## config.mk

```make
export PLATFORM = sky130hd
export DESIGN_NAME = fetch_unit
export DESIGN_NICKNAME = d
export VERILOG_FILES = /design/src/rtl/fetch_unit.sv
export SDC_FILE = /design/constraint.sdc
export NUM_CORES = 1
export LEC_CHECK = 0
export CAP_MARGIN = 20
export CORE_MARGIN = 3
export CORE_UTILIZATION = 46
export DETAILED_ROUTE_END_ITERATION = 16
export PLACE_DENSITY = 0.95
export SLEW_MARGIN = 40
export SYNTH_ARGS = -nofsm -noshare
export SYNTH_HDL_FRONTEND = slang
export SYNTH_SLANG_ARGS = --single-unit
export TNS_END_PERCENT = 5
```

## constraint.sdc

```tcl
create_clock -name clk -period 2.95 [get_ports clk]
set_clock_uncertainty 0.15 [all_clocks]
set_input_delay 0.295 -clock clk [delete_from_list [all_inputs] [get_ports clk]]
set_output_delay 0.295 -clock clk [all_outputs]
set_load 0.05 [all_outputs]
```

## src/rtl/fetch_unit.sv

```systemverilog
// -----------------------------------------------------------------------------
// fetch_unit
//
// Sequential instruction fetch from an asynchronous-read program ROM into a
// single instruction register (ir) that feeds the decoder.
//
// Ports
//   clk       in   1   single clock; all state updates on the rising edge
//   rst       in   1   synchronous active-high reset
//   rom_addr  out  AW  ROM address, always equal to pc
//   rom_data  in   DW  ROM word at rom_addr, valid in the same cycle
//   ir        out  DW  instruction register presented to the decoder
//   ir_pc     out  AW  address ir was fetched from
//   ir_valid  out  1   ir holds an unconsumed instruction
//   ir_ready  in   1   decoder accepts ir this cycle
//   jmp       in   1   redirect request, sampled every cycle
//   jmp_addr  in   AW  redirect target, sampled with jmp
//   halt      in   1   level request to stop fetching
//   halted    out  1   FSM is in HALTED (this is the state register itself)
//
// Handshake: ir is transferred to the decoder on every rising edge where
// ir_valid && ir_ready. ir_valid, ir and ir_pc never depend combinationally
// on ir_ready; ir_valid only drops because of a transfer, a jmp flush or reset.
// -----------------------------------------------------------------------------
module fetch_unit #(
    parameter int              AW         = 8,
    parameter int              DW         = 9,
    parameter logic [AW-1:0]   START_ADDR = '0
) (
    input  logic          clk,
    input  logic          rst,
    output logic [AW-1:0] rom_addr,
    input  logic [DW-1:0] rom_data,
    output logic [DW-1:0] ir,
    output logic [AW-1:0] ir_pc,
    output logic          ir_valid,
    input  logic          ir_ready,
    input  logic          jmp,
    input  logic [AW-1:0] jmp_addr,
    input  logic          halt,
    output logic          halted
);

    localparam logic [0:0] S_RUN    = 1'b0;
    localparam logic [0:0] S_HALTED = 1'b1;

    logic [0:0]    state;
    logic [AW-1:0] pc;
    logic          slot_free;
    logic          consumed;

    // The slot can take a new word when it is empty or being drained now.
    assign slot_free = !ir_valid || ir_ready;
    assign consumed  = ir_valid && ir_ready;

    assign rom_addr  = pc;
    assign halted    = (state == S_HALTED);

    always_ff @(posedge clk) begin
        if (rst) begin
            state    <= S_RUN;
            pc       <= START_ADDR;
            ir       <= '0;
            ir_pc    <= '0;
            ir_valid <= 1'b0;
        end else if (jmp) begin
            // Redirect wins over fetch, stall and halt. A coincident transfer
            // still counts as consumed by the decoder; the slot is flushed.
            pc       <= jmp_addr;
            ir_valid <= 1'b0;
            // Leaving HALTED is driven purely by halt; a jump does not
            // unhalt, and in RUN a jump suppresses entering HALTED.
            if (state == S_HALTED && !halt) begin
                state <= S_RUN;
            end
        end else begin
            case (state)
                S_RUN: begin
                    if (halt) begin
                        // Stop without fetching; pc already names the next
                        // unfetched word. A pending ir may still drain.
                        state <= S_HALTED;
                        if (consumed) begin
                            ir_valid <= 1'b0;
                        end
                    end else if (slot_free) begin
                        ir       <= rom_data;
                        ir_pc    <= pc;
                        ir_valid <= 1'b1;
                        pc       <= pc + AW'(1);   // wraps modulo 2^AW
                    end
                end
                S_HALTED: begin
                    if (consumed) begin
                        ir_valid <= 1'b0;
                    end
                    if (!halt) begin
                        state <= S_RUN;
                    end
                end
                default: begin
                    state <= S_RUN;
                end
            endcase
        end
    end

endmodule

```

==> flow_summary.toml <==
[global_route]
grt_pass1_vias = 1327
grt_usage = 0.2267
grt_max_degree = 20
antenna_found_initial = 0
grt_overflow = 0
grt_pass1_wl_um = 5947

[detailed_routing]
drc = 0
ant_nets = 0
drt-total-wl_um = 3738
drt_pre_antenna_iters = 5
via_per_inst = 6.184
drtIter0Drc = 93
wl_per_cell_um = 16.76
num_vias = 1379

[logic_synthesis]
synth_top_area_cell = "dfxtp_1"
ys_ff_latch = 27
yosys-top-cells-area = "dfxtp_1 (44%), nand3_1 (8.9%), o21ai_0 (8.1%), a21oi_1 (6.9%), clkbuf_1 (4.0%)"
yosys_warnings = 0
syn_avg_cell_area_um2 = 8.216
syn_area_mm2 = 0.001232
synth_seq_area_share = 0.4386
synth_nets = 173
syn_inst = 150
synth_cell_type_count = 33
synth_top_cell_area_share = 0.4386

[place]
place_congestion = 0.9055
place_inst = 219
port_buffers = 48
hpwl_um = 2705
placed_area_mm2 = 0.001734

[setup_path]
cp_cell_sequence = "clkdlybuf4s50_1"
path_buf_inv = 1
crit_family = "buffers and inverters"
critPathCaptureType = "output pin"
worstPathRequired_ps = 2510
slowest_stage = "clkdlybuf4s50_1"
crit_cells = 1
r2r_cells = 4
critPathMaxFanout = 9
worstSetupStartpointType = "flip-flop"
startpoint = "rom_addr[0]"
r2r_start = "rom_addr[0]"
max_stage_delay_ps = 880
worstPathArrival_ps = 1740
worst-setup-path-type = "reg -> out"

[sta]
timing.slew.headroom = 0.6506
setup_violations = 0
whs_ps = 339.9
hold_viol = 0
finalCriticalPeriod_ps = 2188
period_share = 0.7417
rsz0062_at_grt = "no"
finalMaxSlewViolations = 0
tightest_slew_ps = 522.5
fin_tns_setup_ps = 0
max_freq_mhz = 457.0

[clock_network]
path_clk_slew_ps = 140
cts_tree = "built"
root_buffer = "clkbuf_4"
htree_levels = 1
clk_path_buf_depth = 2
cts_resized = 0
clk_latency_ps = 320
post_cts_buffers = 0
clock-sinks = 27
cts_hold_buf = 0
cts_buffers = 3

[layout]
layoutNonFillerInstCount = 223
n_antenna_cell = 0
synthToLayoutAreaGrowth_pct = 42.94
drive_above_1_share = 0.06218
multi_input_area_um2 = 619.3
mostFrequentLayoutCells = "clkdlybuf4s50_1 (48), dfxtp_1 (27), nand3_1 (22)"
final_common_cell = "clkdlybuf4s50_1"
stdcell_area_mm2 = 0.001762
final_nets = 217
regArea_um2 = 540.5
fill_cells = 208

[die]
initial_core_util = 0.4886
pin_count = 49
rows = 18
die_y_um = 57.76
core-area_mm2 = 0.002522
die-area_mm2 = 0.003336
die_x_um = 57.76

[run]
drv_cap = 0

[power]
vdd_drop_max_mv = 0.3376
leakagePower_nw = 0.6113
powerDensity_mw_per_mm2 = 428.9

[hold_path]
whs_path_depth = 2
hp-start = "ir_pc[0]"
worstHoldPathType = "reg -> reg"

[run_status]
run_status = "finished, final reports clean"
-- kinds of logic after synthesis --
kind of cell | Yosys count | share of synthesized area
flip-flops | 27 | 0.4386
buffers and inverters | 19 | 0.05888
adder cells (fa/ha/maj) | 1 | 0.01015
AO/OA/AOI/OAI | 55 | 0.2741
AND/OR/NAND/NOR | 48 | 0.2183
-- flip-flops by register name (all words and copies together) (netlist names) --
register  count
halted        1
ir            9
ir_pc         8
ir_valid      1
rom_addr      8
-- report_power, final --
group | switching (mW) | total [mW] | internal, mW
sequential | 0.0214 | 0.404 | 0.382
clock | 0.107 | 0.158 | 0.0509
combinational | 0.116 | 0.194 | 0.0781
-- path summary, 6_finish.rpt --
path | to | slack, ps
setup / recovery | rom_addr[0] | 760
hold / removal | ir_pc[0] | 340
setup reg to reg | rom_addr[4] | 1070
hold reg to reg | ir_pc[0] | 340
-- worst reg2reg max path, delay by kind of cell, from the launching register on --
kind	cells	cell delay, ps
AO/OA/AOI/OAI	1	270
AND/OR/NAND/NOR	2	540
flip-flops	1	540
adder cells (fa/ha/maj)	1	310
-- per-stage QoR --
stage,power (mW),worst slack (ps),util
2_1_floorplan,0.5209,947.8,-
3_3_place_gp,0.5965,833.0,0.6875
3_5_place_dp,0.6031,729.6,0.6875
4_1_cts,0.7548,770.3,0.6984
5_1_grt,0.7837,724.5,0.6984
6_report,0.7556,762.0,0.6984
-- cell usage after synthesis --
| cell type | n |
|---|---|
| a211oi_1 | 3 |
| buf_2 | 1 |
| dfxtp_1 | 27 |
| o31ai_1 | 3 |
| o211ai_1 | 1 |
| clkbuf_1 | 13 |
| a31oi_1 | 1 |
| nand4b_1 | 1 |
| nand2b_1 | 1 |
| nand4_1 | 1 |
| o31a_1 | 1 |
| a221oi_1 | 1 |
| nor3_1 | 3 |
| o41a_1 | 1 |
| or2_2 | 1 |
| or3_1 | 3 |
| o211a_1 | 2 |
| inv_1 | 5 |
| a221o_1 | 1 |
| or2_4 | 1 |
| nor3_2 | 1 |
| a211o_1 | 1 |
| ha_1 | 1 |
| nand3b_1 | 1 |
| nor4_1 | 1 |
| nor3b_1 | 1 |
| o21ai_0 | 20 |
| or4_1 | 3 |
| nand3_1 | 22 |
| a311oi_1 | 3 |
| nor2_1 | 6 |
| nor2b_1 | 2 |
| a21oi_1 | 17 |
-- per-layer routing --
| metal | routed length [um] | part of all wire | global-route usage | vias to the layer above |
|---|---|---|---|---|
| met3 | 245 | 0.066 | 0.02895 | 10 |
| li1 | - | - | - | 646 |
| met5 | 0 | 0 | 0 | - |
| met4 | 87 | 0.023 | 0.1126 | 0 |
| met2 | 1937 | 0.52 | 0.3984 | 73 |
| met1 | 1468 | 0.39 | 0.2697 | 650 |
-- layout make-up --
type	count	share of cell area
Timing Repair Buffer	53	0.2940
Clock buffer	3	0.01278
Sequential cell	27	0.3068
Multi-Input combinational cell	104	0.3516
Inverter	5	0.01065
Tap cell	30	0.02131
Clock inverter	1	0.002841
(Power assumes the default switching activity.)
